## config.mk

```make
export PLATFORM = sky130hd
export DESIGN_NAME = iobus_timer
export DESIGN_NICKNAME = d
export VERILOG_FILES = /design/src/rtl/iobus_timer.sv
export SDC_FILE = /design/constraint.sdc
export NUM_CORES = 1
export LEC_CHECK = 0
export BUFFER_PORTS_ARGS = -buffer_cell sky130_fd_sc_hd__buf_4
export CAP_MARGIN = 10
export CORE_MARGIN = 2
export CORE_UTILIZATION = 56
export DETAILED_ROUTE_END_ITERATION = 8
export HOLD_SLACK_MARGIN = 0.05
export PLACE_DENSITY = 0.8
export SYNTH_ARGS = -nofsm -noshare
export SYNTH_HDL_FRONTEND = slang
export SYNTH_SLANG_ARGS = --single-unit
```

## constraint.sdc

```tcl
create_clock -name CLK -period 3.8 [get_ports CLK]
set_clock_uncertainty 0.1 [all_clocks]
set_input_delay 0 -clock CLK [delete_from_list [all_inputs] [get_ports CLK]]
set_output_delay 0 -clock CLK [all_outputs]
set_load 0.1 [all_outputs]
```

## src/rtl/iobus_timer.sv

```systemverilog
// IOBUS-mapped countdown timer: CTRL/LOAD/COUNT/STATUS window with expiry interrupt.
// Define IOBUS_TIMER_PRESCALER_EN to divide the count rate by PRESCALE.
module iobus_timer #(
    parameter logic [31:0] BASE_AD  = 32'h11000080,
    parameter int          PRESCALE = 50
) (
    input  logic        CLK,
    input  logic        RST,
    input  logic [31:0] IOBUS_ADDR,
    input  logic [31:0] IOBUS_OUT,
    input  logic        IOBUS_WR,
    output logic [31:0] RD_DATA,
    output logic        HIT,
    output logic        INTR
);

    if (PRESCALE < 1 || PRESCALE > 65535) begin : g_bad_prescale
        $error("iobus_timer: PRESCALE must be 1..65535");
    end

    logic [2:0]  ctrl_q, ctrl_d;
    logic [31:0] load_q, load_d;
    logic [31:0] count_q, count_d;
    logic        exp_q, exp_d;
    logic        intr_q, intr_d;

    logic [31:0] off_s;
    logic [1:0]  idx_s;
    logic        wr_ctrl_s, wr_load_s, wr_stat_s;
    logic        run_s, pre_hit_s, tick_s, expire_s;

    // Byte offset into the window; anything 16 or beyond is outside it.
    assign off_s     = IOBUS_ADDR - BASE_AD;
    assign HIT       = (off_s < 32'd16);
    assign idx_s     = off_s[3:2];
    assign wr_ctrl_s = IOBUS_WR && HIT && (idx_s == 2'd0);
    assign wr_load_s = IOBUS_WR && HIT && (idx_s == 2'd1);
    assign wr_stat_s = IOBUS_WR && HIT && (idx_s == 2'd3);

    assign run_s    = ctrl_q[0] && (count_q != 32'd0);
    assign tick_s   = run_s && pre_hit_s && !wr_load_s;
    assign expire_s = tick_s && (count_q == 32'd1);

`ifdef IOBUS_TIMER_PRESCALER_EN
    localparam logic [15:0] PRE_LAST = 16'(PRESCALE - 1);

    logic [15:0] pre_q, pre_d;

    assign pre_hit_s = (pre_q == PRE_LAST);

    // Prescaler restarts whenever counting stops, EN is cleared or LOAD is written.
    always_comb begin
        pre_d = pre_q;
        if (wr_load_s || !run_s || (wr_ctrl_s && !IOBUS_OUT[0])) begin
            pre_d = 16'd0;
        end else if (pre_hit_s) begin
            pre_d = 16'd0;
        end else begin
            pre_d = pre_q + 16'd1;
        end
    end

    // Prescaler register.
    always_ff @(posedge CLK) begin
        if (RST) begin
            pre_q <= 16'd0;
        end else begin
            pre_q <= pre_d;
        end
    end
`else
    assign pre_hit_s = 1'b1;
`endif

    // Read mux, purely address-decoded so it also works during reset.
    always_comb begin
        RD_DATA = 32'd0;
        if (HIT) begin
            case (idx_s)
                2'd0:    RD_DATA = {29'd0, ctrl_q};
                2'd1:    RD_DATA = load_q;
                2'd2:    RD_DATA = count_q;
                2'd3:    RD_DATA = {31'd0, exp_q};
                default: RD_DATA = 32'd0;
            endcase
        end else begin
            RD_DATA = 32'd0;
        end
    end

    // Next state: expiry first, then bus writes override (LOAD beats the tick, EXP set beats clear).
    always_comb begin
        ctrl_d  = ctrl_q;
        load_d  = load_q;
        count_d = count_q;
        exp_d   = exp_q;
        intr_d  = expire_s && ctrl_q[2];

        if (expire_s) begin
            exp_d = 1'b1;
            if (ctrl_q[1]) begin
                count_d = load_q;
            end else begin
                count_d   = 32'd0;
                ctrl_d[0] = 1'b0;
            end
        end else if (tick_s) begin
            count_d = count_q - 32'd1;
        end else begin
            count_d = count_q;
        end

        if (wr_ctrl_s) begin
            ctrl_d = IOBUS_OUT[2:0];
        end else begin
            ctrl_d = ctrl_d;
        end

        if (wr_load_s) begin
            load_d  = IOBUS_OUT;
            count_d = IOBUS_OUT;
        end else begin
            load_d = load_q;
        end

        if (wr_stat_s && IOBUS_OUT[0] && !expire_s) begin
            exp_d = 1'b0;
        end else begin
            exp_d = exp_d;
        end
    end

    // State registers; reset wins over any write or tick in the same cycle.
    always_ff @(posedge CLK) begin
        if (RST) begin
            ctrl_q  <= 3'd0;
            load_q  <= 32'd0;
            count_q <= 32'd0;
            exp_q   <= 1'b0;
            intr_q  <= 1'b0;
        end else begin
            ctrl_q  <= ctrl_d;
            load_q  <= load_d;
            count_q <= count_d;
            exp_q   <= exp_d;
            intr_q  <= intr_d;
        end
    end

    assign INTR = intr_q;

endmodule

```

Word level (Yosys, flattened, before mapping)
Cells that the tools add are included.

Output and inout port bits: 34. Input port bits: 67. Flip-flop bits (word level): 69. Logic and storage cells: 41.

$add $sub $neg: 2. Equality and inequality tests: 5. Reduce and logical (&&, ||, !) cells: 18. $lt $le $gt $ge: 1. Multiplexer cells: 9.

Operators by type and width (count): 32-bit 2-to-1 mux (5); 32-bit case mux with 4 select lines (1); 32-bit by 1-bit equality test with 1-bit output (second input constant) (1); 32-bit by 5-bit less-than comparator with 1-bit output (second input constant) (1); 32-bit nonzero test (1); 32-bit by 1-bit subtractor with 32-bit output (second input constant) (1); 32-bit by 29-bit subtractor with 32-bit output (second input constant) (1); 1-bit logical AND (10); 2-bit equality test (second input constant) (2); 1-bit 2-to-1 mux (3); 3-bit nonzero test (1); 2-bit by 1-bit equality test with 1-bit output (second input constant) (1); 1-bit zero test (2); 2-bit zero test (1); 2-bit by 1-bit inequality test with 1-bit output (second input constant) (1); 2-bit AND reduction (1); 2-bit nonzero test (1); 2-bit OR reduction (1).

Longest topological paths before layout
Gate-level depths: netlist of run 1.

Word-level depth: 10. Gate-level depth with buffers: 12. Depth with buffers taken out: 10.

Worst setup path before layout of run 1
Ideal clock, no wire load.

Kind: input to output. Start: in IOBUS_ADDR[7]. End: out RD_DATA[10]. Data arrival time: 3.807 ns. Stages on the path: 11. Path slack: -0.107 ns. Buffers on the path: 2. Cell sequence: inv_1 -> ha_1 -> or4b_4 -> nor3_1 -> xnor2_1 -> nand4_1 -> or4_4 -> or4_1 -> clkbuf_1 -> buf_2 -> nor2_1.

Word-level cells in the longest chain between the ends: 3.

RTL lines: start, declared (RTL line 9) `input logic [31:0] IOBUS_ADDR,`; 32-bit by 29-bit subtractor with 32-bit output (RTL line 33) `assign off_s = IOBUS_ADDR - BASE_AD;`; 32-bit by 5-bit less-than comparator with 1-bit output (RTL line 34) `assign HIT = (off_s < 32'd16);`; 32-bit 2-to-1 mux (RTL line 78) `if (HIT) begin`; end, declared (RTL line 12) `output logic [31:0] RD_DATA,`.

Every way passes these cells.

Final worst setup path of run 1
Start: in IOBUS_ADDR[7]. End: out RD_DATA[26].

Same word-level chain as after synthesis.

==> results.py, run 1 <==
metrics = {
    "floorplan": {
        "dieWidth_um": 97.47,
        "die_area_mm2": 0.009499,
        "io_pins": 101,
        "design.core.area_mm2": 0.008593,
        "initial_core_util_pct": 56.93,
        "die_h_um": 97.47,
        "rows": 34,
    },
    "cts": {
        "clkLatencyLatePin_ns": 0.35,
        "post_cts_buffers": 0,
        "cts_buffer_depth": 2,
        "clockRootBuffer": "clkbuf_8",
        "path_clk_slew_ns": 0.08,
        "cts_tree": "yes",
        "numCtsBuffers": 9,
        "h-tree-depth": 3,
        "clock_sinks": 69,
        "cts_resized": 0,
    },
    "global_route": {
        "gr-usage-all-layers_pct": 32.43,
        "grt_pass1_wl_mm": 26.05,
        "grt_overflow": 0,
        "antenna_found_initial": 0,
        "grt_pass1_vias": 5640,
        "grt_max_degree": 70,
    },
    "worst_setup_path": {
        "cp-end-kind": "primary output",
        "path_class": "in -> out",
        "worstReg2RegStart": "count_q[8]",
        "start_kind": "primary input",
        "reg2reg_to": "count_q[20]",
        "critPathArrivalTime_ns": 3.20,
        "startpoint": "IOBUS_ADDR[7]",
        "cp_max_fo": 18,
        "crit_path_end": "RD_DATA[26]",
        "reg2regPathDepth": 7,
        "regToRegSetupSlack_ns": 0.75,
        "required_ns": 3.70,
    },
    "yosys": {
        "synth_top_area_share_pct": 28.24,
        "yosysTopAreaCell": "dfxtp_1",
        "synthFlopType": "dfxtp_1",
        "synth_edf_count": 0,
        "synthTopCellsByArea": "dfxtp_1 28%, a21oi_1 9.6%, nand2_1 8.9%, nor2_1 5.6%, a22oi_1 5.5%",
        "synth_cell_types": 67,
        "ys_warn_count": 0,
        "yosys_register_bits": 69,
        "avgSynthCellArea_um2": 6.900,
        "seq_area_frac_synth_pct": 28.24,
        "synthArstFlopShare_pct": 0,
        "synth_area_mm2": 0.004892,
        "syn-instance-count": 709,
        "synth_nets": 780,
    },
    "timing": {
        "holdWs_ns": 0.08542,
        "hold_viol": 0,
        "maxSlewViolCount": 0,
        "slew_headroom_pct": 35.62,
        "finalCritPeriodShare_pct": 86.80,
        "fmax_mhz": 303.2,
        "worst_pin_slew_ns": 0.9656,
        "setup_violations": 0,
        "rsz0062_at_grt": "false",
        "tns_ns": 0,
        "finalCriticalPeriod_ns": 3.298,
    },
    "cells_and_area": {
        "instances_no_fill": 929,
        "n_antenna_cell": 0,
        "syn_to_final_growth_pct": 27.70,
        "final_nets": 887,
        "fillers": 710,
        "drive_gt1_share_pct": 19.24,
        "design_area_mm2": 0.006247,
    },
    "placed_design": {
        "dpl_cell_area_mm2": 0.005663,
        "dp_cells": 878,
        "place_congestion": 0.9408,
        "portBuffers": 98,
        "dp_hpwl_mm": 10.27,
    },
    "hold_path": {
        "worstHoldPathCells": 2,
        "min_path_type": "in -> reg",
    },
    "route": {
        "detail_route.wl_per_cell_um": 16.59,
        "firstDrtPassIters": 6,
        "wl_met3_mm": 1.285,
        "routed_wl_mm": 15.41,
        "dr_total_vias": 5817,
        "wl_met2_mm": 7.519,
        "ant_nets": 0,
        "dr.max_layer_used": "met4",
        "met1_length_mm": 6.179,
        "viasPerCell": 6.262,
        "drc": 0,
        "drtIter0Drc": 499,
    },
    "pwr": {
        "peakVddDrop_v": 0.0001921,
        "p_per_area_mw_per_mm2": 256.5,
        "p_leak_nw": 2.345,
        "finalPower_w": 0.001602,
    },
    "status": {
        "status": "finished clean",
    },
    "job": {
        "cap_viol_max_count": 0,
    },
}
[per-stage QoR]
| step | utilization [%] | worst slack [ns] |
|---|---|---|
| finish | 72.70 | 0.5016 |
| detailed placement | 65.90 | 0.5078 |
| CTS | 72.70 | 0.5059 |
| floorplan | - | -0.1074 |
| global placement | 65.90 | 0.5503 |
| global route | 72.70 | 0.3280 |
[worst min-delay path by stage]
stage | endpoint | from | slack (ns)
4_1_cts | count_q[17] | RST | 0.08
6_report | count_q[17] | RST | 0.09
5_1_grt | count_q[17] | RST | 0.11
3_5_place_dp | count_q[17] | IOBUS_OUT[17] | 0.15
3_3_place_gp | count_q[17] | IOBUS_OUT[17] | 0.14
2_1_floorplan | load_q[17] | IOBUS_OUT[17] | 0.04
[repair_timing]
| item | 4_1_cts | 5_1_grt |
|---|---|---|
| endpoints found under the setup margin | 0 | 0 |
| hold buffers | 35 | 0 |
| hold endpoints to repair | 68 | 0 |
[routing by layer]
| metal | vias up | track usage, % |
|---|---|---|
| met5 | - | 0 |
| met1 | 2662 | 40.50 |
| met4 | 0 | 13.89 |
| met3 | 48 | 4.388 |
| met2 | 303 | 55.92 |
| li1 | 2804 | - |
[cells by family (layout without fill, tap and decap cells)]
logic type / Yosys count / after routing / synth area share, %
AND/OR/NAND/NOR: 325 / 325 / 32.89
multiplexers: 9 / 9 / 2.174
flip-flops: 69 / 69 / 28.24
adder cells (fa/ha/maj): 4 / 4 / 1.023
XOR/XNOR: 6 / 6 / 1.074
buffers and inverters: 67 / 179 / 6.036
AO/OA/AOI/OAI: 229 / 229 / 28.57
[worst max-delay path, stage by stage]
cell and delay, ns:
buf_4 0.12, inv_1 0.07, ha_1 0.22, or4b_4 0.49, nor3_1 0.18, xnor2_1 0.15
nand4_1 0.11, or4_4 0.59, or4_1 0.57, buf_4 0.23, nor2_1 0.14, buf_4 0.31
[flip-flops by register name (all words and copies together) (netlist names)]
| register | cells |
|---|---|
| count_q | 32 |
| ctrl_q | 3 |
| INTR | 1 |
| exp_q | 1 |
| load_q | 32 |
[cell type report]
class                           count  area, um2  area share, %
Clock buffer                       11      151.4          2.423
Sequential cell                    69       1381          22.11
Timing Repair Buffer              151       1221          19.55
Tap cell                          108      135.1          2.163
Multi-Input combinational cell    573       3231          51.71
Inverter                           12      45.04         0.7210
Clock inverter                      5      82.58          1.322
[synth_stat cells, types with 5 or more instances]
cell and instances:
a21oi_1 94, a22oi_1 36, a31oi_1 9, buf_2 8
clkbuf_1 42, dfxtp_1 69, inv_1 12, mux2i_1 5
nand2_1 116, nand3_1 15, nand4_1 10, nor2_1 73
nor2b_1 9, nor3_1 31, nor4_1 13, o211ai_1 6
o21ai_0 48, or3_1 15, or4_1 11
[layout by cell type, fill, tap and decap left out, types with 3 or more instances in the layout]
master / Yosys / final
a211oi_2: 4 / 4
a21boi_0: 3 / 3
a21oi_1: 94 / 94
a22oi_1: 36 / 36
a31oi_1: 9 / 9
and3_1: 3 / 3
buf_4: 0 / 116
clkbuf_8: 0 / 11
clkinvlp_4: 0 / 3
dfxtp_1: 69 / 69
dlygate4sd3_1: 0 / 35
ha_1: 4 / 4
inv_1: 12 / 12
mux2_2: 3 / 3
mux2i_1: 5 / 5
nand2_1: 116 / 116
nand2b_1: 4 / 4
nand3_1: 15 / 15
nand4_1: 10 / 10
nor2_1: 73 / 72
nor2b_1: 9 / 7
nor3_1: 31 / 31
nor3b_1: 3 / 3
nor4_1: 13 / 13
o211ai_1: 6 / 6
o21ai_0: 48 / 48
o22ai_1: 3 / 3
or2_2: 3 / 3
or3_1: 15 / 15
or4_1: 11 / 11
xor2_1: 4 / 4
[report_power, final]
group	leakage, nW	internal (W)	switching (W)
Combinational	1.68	0.0000890	0.0000837
Sequential	0.555	0.000722	0.00000000000122
Clock	0.108	0.000406	0.000302
Power figures use the tool's default switching activity.
==> run 2: changes to the inputs <==
==> constraint.sdc (replaced) <==
create_clock -name CLK -period 3.8 [get_ports CLK]
set_clock_uncertainty 0.1 [all_clocks]
set_input_delay 0.76 -clock CLK [delete_from_list [all_inputs] [get_ports CLK]]
set_output_delay 0.76 -clock CLK [all_outputs]
set_load 0.1 [all_outputs]
==> results.py, run 2 (synthesis results as in run 1) <==
metrics = {
    "pwr": {
        "p_leak_nw": 2.554,
        "finalPower_w": 0.001537,
        "p_per_area_mw_per_mm2": 218.8,
        "peakVddDrop_v": 0.0001423,
    },
    "worst_setup_path": {
        "required_ns": 2.94,
        "path_class": "in -> out",
        "cp-end-kind": "primary output",
        "worstReg2RegStart": "count_q[24]",
        "reg2regPathDepth": 7,
        "start_kind": "primary input",
        "critPathArrivalTime_ns": 3.53,
        "reg2reg_to": "count_q[20]",
        "cp_max_fo": 18,
        "regToRegSetupSlack_ns": 0.70,
    },
    "timing": {
        "fmax_mhz": 227.8,
        "maxSlewViolCount": 0,
        "finalCriticalPeriod_ns": 4.389,
        "rsz0062_at_grt": "true",
        "worst_slack_ns": -0.5890,
        "worst_pin_slew_ns": 0.9500,
        "hold_viol": 0,
        "slew_headroom_pct": 36.67,
        "finalCritPeriodShare_pct": 115.5,
        "setup_violations": 33,
    },
    "floorplan": {
        "die_h_um": 97.47,
        "dieWidth_um": 97.47,
        "rows": 34,
        "initial_core_util_pct": 56.93,
        "design.core.area_mm2": 0.008593,
        "die_area_mm2": 0.009499,
        "io_pins": 101,
    },
    "cells_and_area": {
        "syn_to_final_growth_pct": 43.56,
        "drive_gt1_share_pct": 29.34,
        "layout_common_cells": "125 x buf_4, 116 x nand2_1, 94 x a21oi_1",
        "reg_top3": "count_q: 32 flops, load_q: 32 flops, ctrl_q: 3 flops",
        "final_nets": 901,
        "layout_commonest_cell": "buf_4",
        "instances_no_fill": 943,
        "n_antenna_cell": 0,
    },
    "route": {
        "ant_nets": 0,
        "firstDrtPassIters": 6,
        "drtIter0Drc": 543,
        "detail_route.wl_per_cell_um": 17.94,
        "routed_wl_mm": 16.91,
        "drc": 0,
        "viasPerCell": 6.501,
        "dr_total_vias": 6130,
    },
    "hold_path": {
        "min_path_type": "reg -> reg",
        "hold_end": "load_q[27]",
        "worstHoldPathCells": 2,
        "hold_start": "load_q[27]",
    },
    "placed_design": {
        "place_congestion": 0.8769,
        "dp_hpwl_mm": 11.28,
        "portBuffers": 98,
        "dp_cells": 925,
        "pre_cts_ws_ns": -0.6631,
    },
    "status": {
        "violations": "setup timing",
        "status": "complete, but fails checks",
    },
    "global_route": {
        "antenna_found_initial": 0,
        "grt_max_degree": 70,
        "grt_overflow": 0,
        "gr-usage-all-layers_pct": 35.28,
        "grt_pass1_wl_mm": 28.10,
        "grt_pass1_vias": 6045,
    },
    "cts": {
        "clkLatencyLatePin_ns": 0.35,
        "h-tree-depth": 3,
        "cts_tree": "yes",
        "numCtsBuffers": 9,
        "hold_buffers": 0,
        "clock_sinks": 69,
        "path_clk_slew_ns": 0.08,
        "clockRootBuffer": "clkbuf_8",
        "cts_buffer_depth": 2,
    },
    "job": {
        "cap_viol_max_count": 0,
    },
}
==> run 2: cell count changes in the layout (fill, tap and decap cells not counted), moves of 2 or more <==
cell	delta
buf_12	+38
dlygate4sd3_1	-35
nor2_1	-31
nor2_4	+31
buf_4	+9
inv_1	-3
inv_6	+2
==> run 2: what timing repair did <==
item | CTS | global route
cloned | 0 | 1
setup endpoints to repair | 33 | 33
buffers inserted | 0 | 1
endpoints found under the hold margin | 0 | 0
gates resized for setup | 99 | 6
==> run 2: critical path, cell delays in order <==
cell	delay [ns]
buf_6	0.11
inv_6	0.05
ha_4	0.12
or4b_4	0.48
nor3_4	0.18
xnor2_1	0.14
nand4_1	0.12
or4_4	0.50
or4_4	0.50
buf_12	0.22
nor2_4	0.13
buf_12	0.18
==> run 2: worst max path at each step <==
| stage | start | to | slack, ns | cells past startpoint |
|---|---|---|---|---|
| finish | IOBUS_ADDR[7] | RD_DATA[17] | -0.59 | 12 |
| global placement | IOBUS_ADDR[8] | RD_DATA[0] | -0.61 | 12 |
| detailed placement | IOBUS_ADDR[8] | RD_DATA[24] | -0.66 | 12 |
| CTS | IOBUS_ADDR[8] | RD_DATA[0] | -0.58 | 12 |
| floorplan | IOBUS_ADDR[8] | RD_DATA[10] | -0.60 | 11 |
| global route | IOBUS_ADDR[7] | RD_DATA[27] | -0.65 | 12 |
==> run 2: area by class of cell <==
type | count | area (um2)
multi-input combinational | 573 | 3505
timing repair buffer | 165 | 1735
fill | 570 | 1570
sequential | 69 | 1381
clock buffer | 11 | 141.4
tap | 108 | 135.1
inverter | 12 | 66.31
clock inverter | 5 | 58.81
==> run 2: stage by stage <==
step | utilization [%] | instance area, um2 | TNS (ns) | hold slack, ns
2_1_floorplan | - | 5226 | -19.17 | 0.3418
4_1_cts | 81.01 | 6962 | -18.74 | 0.3753
6_report | 81.73 | 7023 | -18.19 | 0.3777
3_5_place_dp | 73.88 | 6349 | -22.16 | 0.3635
5_1_grt | 81.73 | 7023 | -20.55 | 0.3925
3_3_place_gp | 73.88 | 6349 | -19.64 | 0.3534
==> run 2: metal layers <==
metal | up-vias | GRT usage, % | routed length, um
met4 | 0 | 14.42 | 530
met3 | 76 | 4.964 | 1610
li1 | 2822 | - | -
met2 | 380 | 61.54 | 8464
met1 | 2852 | 43.65 | 6310
met5 | - | 0 | 0
==> run 2: power breakdown <==
part / leakage (nW) / switching [W] / internal (W)
Sequential: 0.555 / 0.00000000000128 / 0.000722
Combinational: 1.90 / 0.0000915 / 0.0000958
Clock: 0.0959 / 0.000305 / 0.000323
Total: 2.55 / 0.000396 / 0.00114
